$ cat config.mk
export PLATFORM = sky130hd
export DESIGN_NAME = mux_six_to_one_collector
export DESIGN_NICKNAME = d
export VERILOG_FILES = /design/src/rtl/mux6_pkg.sv /design/src/rtl/rr_arbiter6.sv /design/src/rtl/mux_six_to_one_collector.sv
export SDC_FILE = /design/constraint.sdc
export NUM_CORES = 1
export LEC_CHECK = 0
export BUFFER_PORTS_ARGS = -buffer_cell sky130_fd_sc_hd__buf_4
export CORE_UTILIZATION = 46
export DETAILED_ROUTE_END_ITERATION = 7
export PLACE_DENSITY_LB_ADDON = 0.25
export SYNTH_ARGS = -nofsm -noshare
export SYNTH_HDL_FRONTEND = slang
export SYNTH_SLANG_ARGS = --single-unit
$ cat constraint.sdc
create_clock -name clock -period 6.2 [get_ports clock]
set_input_delay 0.62 -clock clock [delete_from_list [all_inputs] [get_ports clock]]
set_output_delay 0.62 -clock clock [all_outputs]
set_load 0.02 [all_outputs]
$ cat src/rtl/mux6_pkg.sv
// Shared lane/op types for the six-lane result collector.
// The op encoding matches the one-to-six demux: values 0..5 name the lane.
package mux6_pkg;

  localparam int LANES = 6;
  localparam int OP_W  = 3;

  typedef logic [OP_W-1:0]  op_t;
  typedef logic [LANES-1:0] lane_mask_t;

  // Lane index increment that wraps from the last lane back to lane 0,
  // so the codes 6 and 7 are never produced.
  function automatic op_t next_lane(input op_t lane);
    return (lane >= op_t'(LANES - 1)) ? op_t'(0) : op_t'(lane + op_t'(1));
  endfunction

endpackage

$ cat src/rtl/rr_arbiter6.sv
// Six-way arbiter for the result collector.
// Default build: round robin starting after the last granted lane. The pointer
// resets to lane 5, so lane 0 is the first lane to win.
// With MUX6_FIXED_PRIORITY_EN defined: fixed priority, lane 0 highest. There
// is no pointer in that build, so the clock and reset ports are not present.
// The grant is combinational and one-hot. It is forced to zero when enable is low.
module rr_arbiter6
  import mux6_pkg::*;
(
`ifndef MUX6_FIXED_PRIORITY_EN
  input  logic       clock,
  input  logic       reset_n,
`endif
  input  lane_mask_t req,
  input  logic       enable,
  output lane_mask_t grant,
  output op_t        idx
);

  lane_mask_t pick;
  op_t        pick_idx;
  logic       found;

`ifdef MUX6_FIXED_PRIORITY_EN
  // Lowest-numbered requesting lane wins.
  always_comb begin
    pick     = '0;
    pick_idx = '0;
    found    = 1'b0;
    for (int i = 0; i < LANES; i++) begin
      if (!found && req[i]) begin
        found    = 1'b1;
        pick[i]  = 1'b1;
        pick_idx = op_t'(i);
      end
    end
  end
`else
  op_t last;
  op_t cand;

  // Visit lanes in the order last+1, last+2, ... (mod 6). The first requester wins.
  // The inner compare loop avoids indexing req with a 3-bit value that could
  // address lanes 6 or 7.
  always_comb begin
    pick     = '0;
    pick_idx = '0;
    found    = 1'b0;
    cand     = next_lane(last);
    for (int k = 0; k < LANES; k++) begin
      for (int i = 0; i < LANES; i++) begin
        if (!found && (cand == op_t'(i)) && req[i]) begin
          found    = 1'b1;
          pick[i]  = 1'b1;
          pick_idx = cand;
        end
      end
      cand = next_lane(cand);
    end
  end

  // The pointer moves only on an actual grant. A stalled output keeps it in place.
  always_ff @(posedge clock or negedge reset_n) begin
    if (!reset_n) begin
      last <= op_t'(LANES - 1);
    end else if (enable && found) begin
      last <= pick_idx;
    end
  end
`endif

  assign grant = enable ? pick : '0;
  assign idx   = pick_idx;

endmodule

$ cat src/rtl/mux_six_to_one_collector.sv
// Merges six result lanes into one registered valid/ready stream.
// out_op reports the source lane using the demux op encoding (0..5).
// Arbitration lives in rr_arbiter6. Defining MUX6_FIXED_PRIORITY_EN switches
// it from round robin to fixed priority.
module mux_six_to_one_collector
  import mux6_pkg::*;
#(
  parameter int WIDTH = 16
) (
  input  logic                   clock,
  input  logic                   reset_n,
  input  logic [LANES-1:0]       in_valid,
  input  logic [LANES*WIDTH-1:0] in_data,
  output logic [LANES-1:0]       in_ready,
  output logic                   out_valid,
  output logic [WIDTH-1:0]       out_data,
  output logic [OP_W-1:0]        out_op,
  input  logic                   out_ready
);

  logic             load;
  logic             arb_en;
  lane_mask_t       grant;
  op_t              grant_idx;
  logic [WIDTH-1:0] grant_data;

  // The register can accept a word when it is empty or being drained.
  // Reset also gates the arbiter, so in_ready stays low while reset_n is low.
  assign load   = ~out_valid | out_ready;
  assign arb_en = load & reset_n;

  rr_arbiter6 u_arb (
`ifndef MUX6_FIXED_PRIORITY_EN
    .clock   (clock),
    .reset_n (reset_n),
`endif
    .req     (in_valid),
    .enable  (arb_en),
    .grant   (grant),
    .idx     (grant_idx)
  );

  assign in_ready = grant;

  // One-hot data select, driven from the grant vector.
  always_comb begin
    grant_data = '0;
    for (int i = 0; i < LANES; i++) begin
      if (grant[i]) grant_data = in_data[i*WIDTH +: WIDTH];
    end
  end

  // Output register: load on grant, go empty on drain without a new grant,
  // otherwise hold. Data and op keep their last values when the register goes empty.
  always_ff @(posedge clock or negedge reset_n) begin
    if (!reset_n) begin
      out_valid <= 1'b0;
      out_data  <= '0;
      out_op    <= '0;
    end else if (load) begin
      if (|grant) begin
        out_valid <= 1'b1;
        out_data  <= grant_data;
        out_op    <= grant_idx;
      end else begin
        out_valid <= 1'b0;
      end
    end
  end

endmodule
==> results of run 1 <==
-- metal layers --
| layer | wire length, um | share of wire, % |
|---|---|---|
| met5 | 0 | 0 |
| met1 | 5650 | 40 |
| met2 | 6760 | 48 |
| met4 | 261 | 1.8 |
| met3 | 1490 | 11 |
-- per-stage QoR --
| step | hold slack, ns | setup WS, ns | utilization, % |
|---|---|---|---|
| 2_1_floorplan | 0.324 | 0.0147 | - |
| 3_3_place_gp | 0.467 | 0.191 | 66.0 |
| 3_5_place_dp | 0.472 | 0.0671 | 66.0 |
| 4_1_cts | 0.243 | 0.0183 | 68.7 |
| 5_1_grt | 0.247 | 0.0334 | 70.9 |
| 6_report | 0.238 | 0.296 | 70.9 |
-- cells in the mapped netlist (10+ instances only) --
cell      count
nand2_1      39
nor2_1       36
a21oi_1      27
a221o_1      26
dfrtp_1      21
nand2b_1     20
o21ai_0      19
nor3_1       17
buf_2        12
inv_1        12
clkbuf_1     10
nand3_1      10
-- how the worst max path moves through the flow --
| stage | start | to | slack, ns | cells past startpoint |
|---|---|---|---|---|
| global route | u_arb.last[1] | in_ready[0] | 0.03 | 25 |
| CTS | u_arb.last[1] | in_ready[0] | 0.02 | 25 |
| detailed placement | u_arb.last[0] | out_op[2] | 0.07 | 24 |
| floorplan | u_arb.last[1] | in_ready[0] | 0.01 | 28 |
| finish | u_arb.last[1] | in_ready[1] | 0.30 | 26 |
| global placement | u_arb.last[0] | in_ready[3] | 0.19 | 20 |
-- layout make-up --
class	instances	share of cell area [%]
inverters	15	1.42
clock inverters	1	0.102
clock buffers	3	0.838
repair buffers	186	28.4
well taps	96	2.44
multi-input cells	370	55.0
flip-flops and latches	23	11.7
-- cells by family after synthesis --
family / after synthesis / synth area share (%)
AOI/OAI and AO/OA: 173 / 40.6
adders and majority gates: 8 / 2.97
buffers and inverters: 45 / 7.66
DFF: 23 / 17.2
muxes: 1 / 0.297
and+or+nand+nor: 188 / 31.3
-- sequential cells by signal, summed over array words and instances, names as in the netlist --
name	cells
out_data	16
u_arb.last	3
out_valid	1
out_op	3
-- repair_timing --
item | 4_1_cts | 5_1_grt
setup endpoints to repair | 6 | 29
pin swaps | 7 | 8
buffers inserted | 10 | 11
gates resized for setup | 14 | 13
hold endpoints to repair | 0 | 0
==> results.tsv, run 1 <==
metric	value	unit
GP Congestion	0.971	
type of origin of the critical path	register	
Iter 0 DRT Violations	540	
num ports	131	
TritonCTS buffer count	3	
hpwl dp	11.0	mm
Die Area	7660	sq um
register area share after synthesis	17.2	%
# placed instances	669	
outcome	completed	
Reg area	578	sq um
Yosys top cell area share	15.6	%
worst-path fanout max	6	
total number of vias	4501	
Max Clk Rate	169	MHz
largest net degree at the start of global routing	26	
CP Class	register to primary output	
number of H-tree levels	1	
later-pin clock latency in the skew report	0.27	ns
final setup fails	0	
Fill cells	557	
most frequent cells in the layout	buf_4, nand2_1, nor2_1	
Worst-Margin Slew	0.738	ns
max-slew violation count	0	
crit path DAT	5.28	ns
antenna-violating nets left	0	
routed len/inst	20.4	um
Root Buffer	clkbuf_8	
area of the multi-input gates	2710	sq um
Post-Syn Nets	551	
Clock Path Buffers	2	
Netlist cell types	79	
DRC viols	0	
number of synthesized register bits	23	
Max Cap Viol	0	
RSZ-0062 raised after global routing	no	
global route hottest layer	met2	
synth warn	0	
CP delay by family, top	adder cells	
cell area after placement	4580	sq um
Worst Path Required	5.58	ns
# clock sinks	23	
vias per cell	6.49	
Slew HR	50.6	%
core area	6940	sq um
Synth area leader	dfrtp_1	
mapped cell area	3370	sq um
share of layout cells above drive strength 1	40.1	%
M3 GR Usage	7.73	%
Rows	30	
met2 Track Usage GR	57.7	%
hold_buf cts	0	
Worst path most repeated cell	inv_2	
Layout Cells excl Fill	694	
worst-case reg-to-reg path depth	28	
Final Critical Period	5.90	ns
number of failing hold endpoints at the final stage	0	
starting density of the core	48.5	%
R2R Path Start	u_arb.last[1]	
Syn-to-layout area delta	46.3	%
Critical-path top delay cell	or3_4	
die width	87.5	um
clock slew at reported path FFs	0.09	ns
Tightest Hold Check Type	input port to asynchronous set/reset pin	
syn_area_per_cell	7.68	sq um
Worst setup EP type	primary output	
Final Skew	0.00129	ns
initial antenna violation count	0	
commonest non-fill, non-tap cell in the layout	buf_4	
CTS tree	yes	
Synth Instances	438	
total gr overflow	0	
first-pass GRT wire length	21.2	mm
share of flip-flops with an asynchronous set or reset	100	%
vias in the first global route	4132	
Total GRT Usage	35.9	%
R2R Path End	out_data[8]	
Post-layout nets	712	
slowest stage delay, CP	0.42	ns
period utilisation layout	95.2	%
Top FF cell, synth	dfrtp_1	
die height	87.5	um
Antenna diodes	0	
FF-to-FF setup slack	0.35	ns
Buf/Inv on CP	8	
Final TNS setup	0	ns
# port buffers	130	
final wirelength	14.2	mm
EDFF count, synth	0	
met1 GRT Util	48.5	%
Initial DRT Pass Iterations	5	
Synth area leaders	dfrtp_1, a221o_1, nand2_1, a21oi_1, nor2_1	
post-route cell area	4920	sq um
Power of run 1 is left out: the tool's default activity adds up to more than one toggle a clock period on the data nets, which glitch-free logic cannot reach.
==> run 2, diff against run 1 <==
--- a/config.mk
+++ b/config.mk
@@ -11,4 +11,5 @@
 export PLACE_DENSITY_LB_ADDON = 0.25
 export SYNTH_ARGS = -nofsm -noshare
 export SYNTH_HDL_FRONTEND = slang
+export SYNTH_HIERARCHICAL = 1
 export SYNTH_SLANG_ARGS = --single-unit
==> results.tsv, run 2 <==
metric	value	unit	change
Worst setup EP type	primary output		
Root Buffer	clkbuf_8		
Post-Synth XOR/XNOR Area	0.262	%	+0.26 points
Max Clk Rate	166	MHz	-2.2%
later-pin clock latency in the skew report	0.26	ns	about the same
final core utilization	69.9	%	-1.0 points
Buf/Inv on CP	6		-2
Worst-Margin Slew	0.711	ns	-0.0275 ns
synth warn	6		+6
slowest stage delay, CP	0.55	ns	+0.13 ns
largest family of logic cells by synthesized area	compound AO/OA/AOI/OAI gates		
Antenna diodes	0		unchanged
final wirelength	13.4	mm	-5.1%
register area share after synthesis	17.3	%	+0.12 points
Total GRT Usage	34.3	%	-1.6 points
Tightest Hold Check Type	input port to asynchronous set/reset pin		
max reg flops	16		unchanged
Worst path most repeated cell	ha_4		
die width	87.3	um	-0.33%
Fill cells	593		+6.5%
num ports	131		unchanged
initial antenna violation count	0		unchanged
core area	6910	sq um	-0.54%
routed len/inst	20.0	um	-2.0%
commonest non-fill, non-tap cell in the layout	buf_4		
final setup fails	0		unchanged
Max Cap Viol	0		unchanged
count leader, synth	nand2_1		
CP Class	register to primary output		
number of synthesized register bits	23		unchanged
Slew HR	52.3	%	+1.6 points
CP delay by family, top	simple AND/OR/NAND/NOR gates		
crit path DAT	5.41	ns	+0.13 ns
Top FF cell, synth	dfrtp_1		
type of origin of the critical path	register		
Syn-to-layout area delta	44.3	%	
max-slew violation count	0		unchanged
Yosys top cell area share	15.7	%	+0.11 points
period utilisation layout	97.3	%	+2.1 points
Post-Syn Nets	553		+0.36%
CTS tree	yes		
Setup WS pre-CTS	0.0858	ns	+0.0187 ns
number of failing hold endpoints at the final stage	0		unchanged
EDFF count, synth	0		unchanged
Initial DRT Pass Iterations	6		+1
Worst Path Required	5.58	ns	about the same
most frequent cells after synthesis	nand2_1, nor2b_1, a221oi_1, a21oi_1, clkbuf_1		
Die Area	7610	sq um	-0.66%
starting density of the core	48.4	%	-0.063 points
DRC viols	0		unchanged
synthesized-area fraction occupied by adder cells	2.99	%	+0.020 points
total number of vias	4401		-2.2%
outcome	completed		
Synth area leaders	dfrtp_1, a221oi_1, nor2b_1, nand2_1, a21oi_1		
post-synthesis mux area share	4.00	%	+3.7 points
first-pass GRT wire length	20.4	mm	-3.9%
Largest Register	out_data		
largest net degree at the start of global routing	34		+31%
Netlist cell types	76		-3.8%
Clock Path Buffers	2		unchanged
vias per cell	6.55		+0.98%
share of layout cells above drive strength 1	38.5	%	-1.6 points
number of H-tree levels	1		unchanged
simple-gate share of the synthesized area	30.2	%	-1.1 points
Final Skew	0.00416	ns	+0.00286 ns
Iter 0 DRT Violations	379		-30%
TritonCTS buffer count	3		unchanged
hold_buf cts	0		unchanged
Critical-path top delay cell	or4b_4		
worst-path fanout max	33		+27
share of flip-flops with an asynchronous set or reset	100	%	unchanged
hpwl dp	10.7	mm	-2.8%
total gr overflow	0		unchanged
# clock sinks	23		unchanged
Synth area leader	dfrtp_1		
vias in the first global route	4133		+0.024%
Top Registers	out_data x16, out_op x3, u_arb/last x3		
Synth Instances	440		+0.46%
Final Critical Period	6.03	ns	+0.131 ns
die height	87.3	um	-0.33%
antenna-violating nets left	0		unchanged
most frequent cells in the layout	buf_4, nand2_1, nor2b_1		
cell breakdown of the critical path	buf_4 -> ha_1 -> nand2b_2 -> o21ai_4 -> inv_2 -> ha_4 -> or3_1 -> ha_4 -> inv_6 -> o21ai_4 -> ha_4 -> a21oi_4 -> inv_4 -> ha_4 -> or2_4 -> ha_4 -> nand2_2 -> nor4b_4 -> nand2_2 -> or4b_4 -> a21boi_4 -> buf_12 -> buf_4		
Post-layout nets	690		-3.1%
setup ws final	0.165	ns	-0.131 ns
syn_area_per_cell	7.60	sq um	-1.1%
Rows	30		unchanged
clock slew at reported path FFs	0.08	ns	about the same
post-synthesis compound-gate area fraction	39.0	%	-1.6 points
mapped cell area	3340	sq um	-0.67%
# port buffers	130		unchanged
GP Congestion	0.983		+1.2%
run 2: cell types whose count changed in the layout (fill, tap and decap cells not counted), moves of 11 or more:
cell	before	now
a221o_1	26	2
a221oi_1	0	26
buf_4	185	161
nand2b_1	18	6
nor2_1	35	20
nor2b_1	6	29
o32a_1	1	12
run 2: area by class of cell:
type | instances | area [sq um] | area share [%]
repair buffers | 166 | 1270 | 26.4
well taps | 96 | 120 | 2.49
clock buffers | 4 | 45.0 | 0.933
multi-input cells | 367 | 2740 | 56.8
flip-flops and latches | 23 | 578 | 12.0
inverters | 16 | 70.1 | 1.45
run 2: worst reg2reg max path, cell delays in order, from the launching register on:
cell	delay, ns
dfrtp_1	0.42
buf_4	0.19
ha_1	0.21
nand2b_2	0.25
o21ai_4	0.23
inv_2	0.10
ha_4	0.22
or3_1	0.37
ha_4	0.33
inv_6	0.04
o21ai_4	0.09
ha_4	0.26
a21oi_4	0.16
inv_4	0.05
ha_4	0.35
nand2_1	0.09
nor2_1	0.09
a32o_1	0.29
nor4b_4	0.08
buf_4	0.16
and4_4	0.16
a211oi_2	0.32
a21boi_4	0.11
or3_1	0.42
o41ai_4	0.41
buf_4	0.20
mux2_2	0.32
run 2: metal layers:
layer	track usage [%]	routed length (um)	up-vias
li1	-	-	2010
met1	42.8	5010	2022
met2	59.5	6660	309
met3	4.17	1160	60
met4	14.6	612	0
met5	0	0	-
run 2: path summary, 6_finish.rpt:
path                          startpoint             to  slack, ns  cells past startpoint
max                        u_arb/last[1]    in_ready[5]       0.17                     23
min                              reset_n    out_data[3]       0.23                      1
max reg2reg                u_arb/last[1]      out_op[2]       0.17                     26
min reg2reg                  out_data[7]    out_data[7]       0.49                      2
max in group asynchronous        reset_n  u_arb/last[0]       5.69                      1
min in group clock           out_data[7]    out_data[7]       0.49                      2
run 2: per-stage QoR:
stage                     cell area [sq um]  cells  setup TNS (ns)  hold WS (ns)
after global routing                   4830    672          -0.196         0.246
after global placement                 4670    662               0         0.467
after CTS                              4730    667         -0.0223         0.238
after floorplan                        3560    440         -0.0360         0.324
after detailed placement               4670    662               0         0.475
final                                  4830    672               0         0.231
run 2: timing repair:
action / in CTS / in global routing
hold endpoints to repair: 0 / 0
resized for setup: 2 / 12
gates cloned: 0 / 1
pin swaps: 0 / 3
endpoints found under the setup margin: 1 / 25
buffers inserted: 1 / 4
run 2: kinds of logic after synthesis:
group           count (synthesis)
flops                          23
mux                            12
compound gates                164
buf+inv                        50
fa+ha+maj                       8
simple gates                  182
xor+xnor                        1
Power of run 2 is left out for the same reason.
==> run 3, diff against run 2 <==
--- a/config.mk
+++ b/config.mk
@@ -9,6 +9,7 @@
 export CORE_UTILIZATION = 46
 export DETAILED_ROUTE_END_ITERATION = 7
 export PLACE_DENSITY_LB_ADDON = 0.25
+export REMOVE_ABC_BUFFERS = 1
 export SYNTH_ARGS = -nofsm -noshare
 export SYNTH_HDL_FRONTEND = slang
 export SYNTH_HIERARCHICAL = 1
==> results.tsv, run 3 (synthesized netlist as in run 2, its figures left out) <==
metric	value	unit	change
outcome	completed		
Setup WS pre-CTS	-0.377	ns	-0.462 ns
number of H-tree levels	1		unchanged
Worst-Margin Slew	0.769	ns	+0.0585 ns
die width	87.3	um	unchanged
vias in the first global route	4220		+2.1%
FF-to-FF setup slack	0.11	ns	-0.05 ns
hpwl dp	10.6	mm	-1.0%
Critical-path top delay cell	or3_4		
period utilisation layout	98.2	%	+0.87 points
Worst Path Required	6.36	ns	+0.78 ns
crit path capture	out_op[0]		
total gr overflow	0		unchanged
CTS tree	yes		
Slew HR	48.7	%	-3.5 points
Top Registers	out_data x16, out_op x3, u_arb/last x3		
setup ws final	0.111	ns	-0.0537 ns
type of origin of the critical path	register		
worst-case reg-to-reg path depth	29		+12%
starting density of the core	48.4	%	unchanged
first-pass GRT wire length	21.0	mm	+2.9%
max reg flops	16		unchanged
max-slew violation count	0		unchanged
Root Buffer	clkbuf_8		
most frequent cells in the layout	buf_4, nand2_1, a221oi_1, nor2b_1, a21oi_1		
Syn-to-layout area delta	49.9	%	
Max Cap Viol	0		unchanged
Final Skew	0.00123	ns	-0.00293 ns
slowest stage delay, CP	0.39	ns	-0.16 ns
Final Critical Period	6.09	ns	+0.0537 ns
Antenna diodes	0		unchanged
Clock Path Buffers	2		unchanged
TritonCTS buffer count	3		unchanged
routed len/inst	19.9	um	-0.34%
initial antenna violation count	0		unchanged
antenna-violating nets left	0		unchanged
number of failing hold endpoints at the final stage	0		unchanged
Largest Register	out_data		
Total GRT Usage	35.3	%	+0.97 points
worst-path fanout max	6		-82%
commonest non-fill, non-tap cell in the layout	buf_4		
core area	6910	sq um	unchanged
Worst setup EP type	register		
Die Area	7610	sq um	unchanged
largest net degree at the start of global routing	28		-18%
share of layout cells above drive strength 1	40.4	%	+1.9 points
die height	87.3	um	unchanged
# clock sinks	23		unchanged
Tightest Hold Check Type	input port to asynchronous set/reset pin		
Max Clk Rate	164	MHz	-0.88%
vias per cell	6.52		-0.52%
Iter 0 DRT Violations	423		+12%
DRC viols	0		unchanged
crit path DAT	6.25	ns	+0.84 ns
GP Congestion	1.04		+5.4%
R2R Path End	out_op[0]		
Rows	30		unchanged
num ports	131		unchanged
later-pin clock latency in the skew report	0.27	ns	about the same
Critical Path Start	u_arb/last[1]		
CP Class	register to register		
final setup fails	0		unchanged
Crit path depth	29		+26%
Post-layout nets	713		+3.3%
hold_buf cts	0		unchanged
Initial DRT Pass Iterations	6		unchanged
R2R Path Start	u_arb/last[1]		
final wirelength	13.9	mm	+3.1%
# port buffers	130		unchanged
clock slew at reported path FFs	0.09	ns	about the same
CP delay by family, top	simple AND/OR/NAND/NOR gates		
Worst path most repeated cell	buf_4		
Buf/Inv on CP	10		+4
total number of vias	4528		+2.9%
## run 3: how the worst min path moves through the flow
stage,endpoint,slack (ns)
after global placement,out_data[3],0.47
after global routing,out_data[12],0.24
final,out_data[12],0.23
after floorplan,out_data[0],0.32
after CTS,out_data[12],0.24
after detailed placement,out_data[5],0.47
## run 3: per-stage QoR
step,hold WS [ns],area (sq um),instances,utilization [%],setup TNS [ns]
final,0.232,5010,695,72.6,0
after CTS,0.237,4810,686,69.6,0
after global routing,0.244,5010,695,72.6,-1.07
after global placement,0.465,4660,677,67.4,-2.63
after floorplan,0.324,3190,406,-,-40.94
after detailed placement,0.471,4660,677,67.4,-4.88
## run 3: area by class of cell
| cell class | count | area [sq um] |
|---|---|---|
| flip-flops and latches | 23 | 578 |
| multi-input cells | 367 | 2710 |
| repair buffers | 189 | 1490 |
| clock buffers | 3 | 41.3 |
| inverters | 16 | 60.1 |
| well taps | 96 | 120 |
| fillers | 548 | 1900 |
| clock inverters | 1 | 7.51 |
## run 3: metal layers
metal	vias up	global-route usage (%)	part of all wire, %
met3	43	6.45	9.3
li1	2050	-	-
met2	306	55.5	47
met1	2129	49.1	41
met4	0	10.4	2.4
met5	-	0	0
## run 3: what timing repair did
item,4_1_cts,5_1_grt
setup buffers,4,8
hold endpoints to repair,0,0
resized for setup,9,26
gates cloned,1,1
endpoints found under the setup margin,23,24
pin swaps,2,9
Power of run 3 is left out for the same reason.
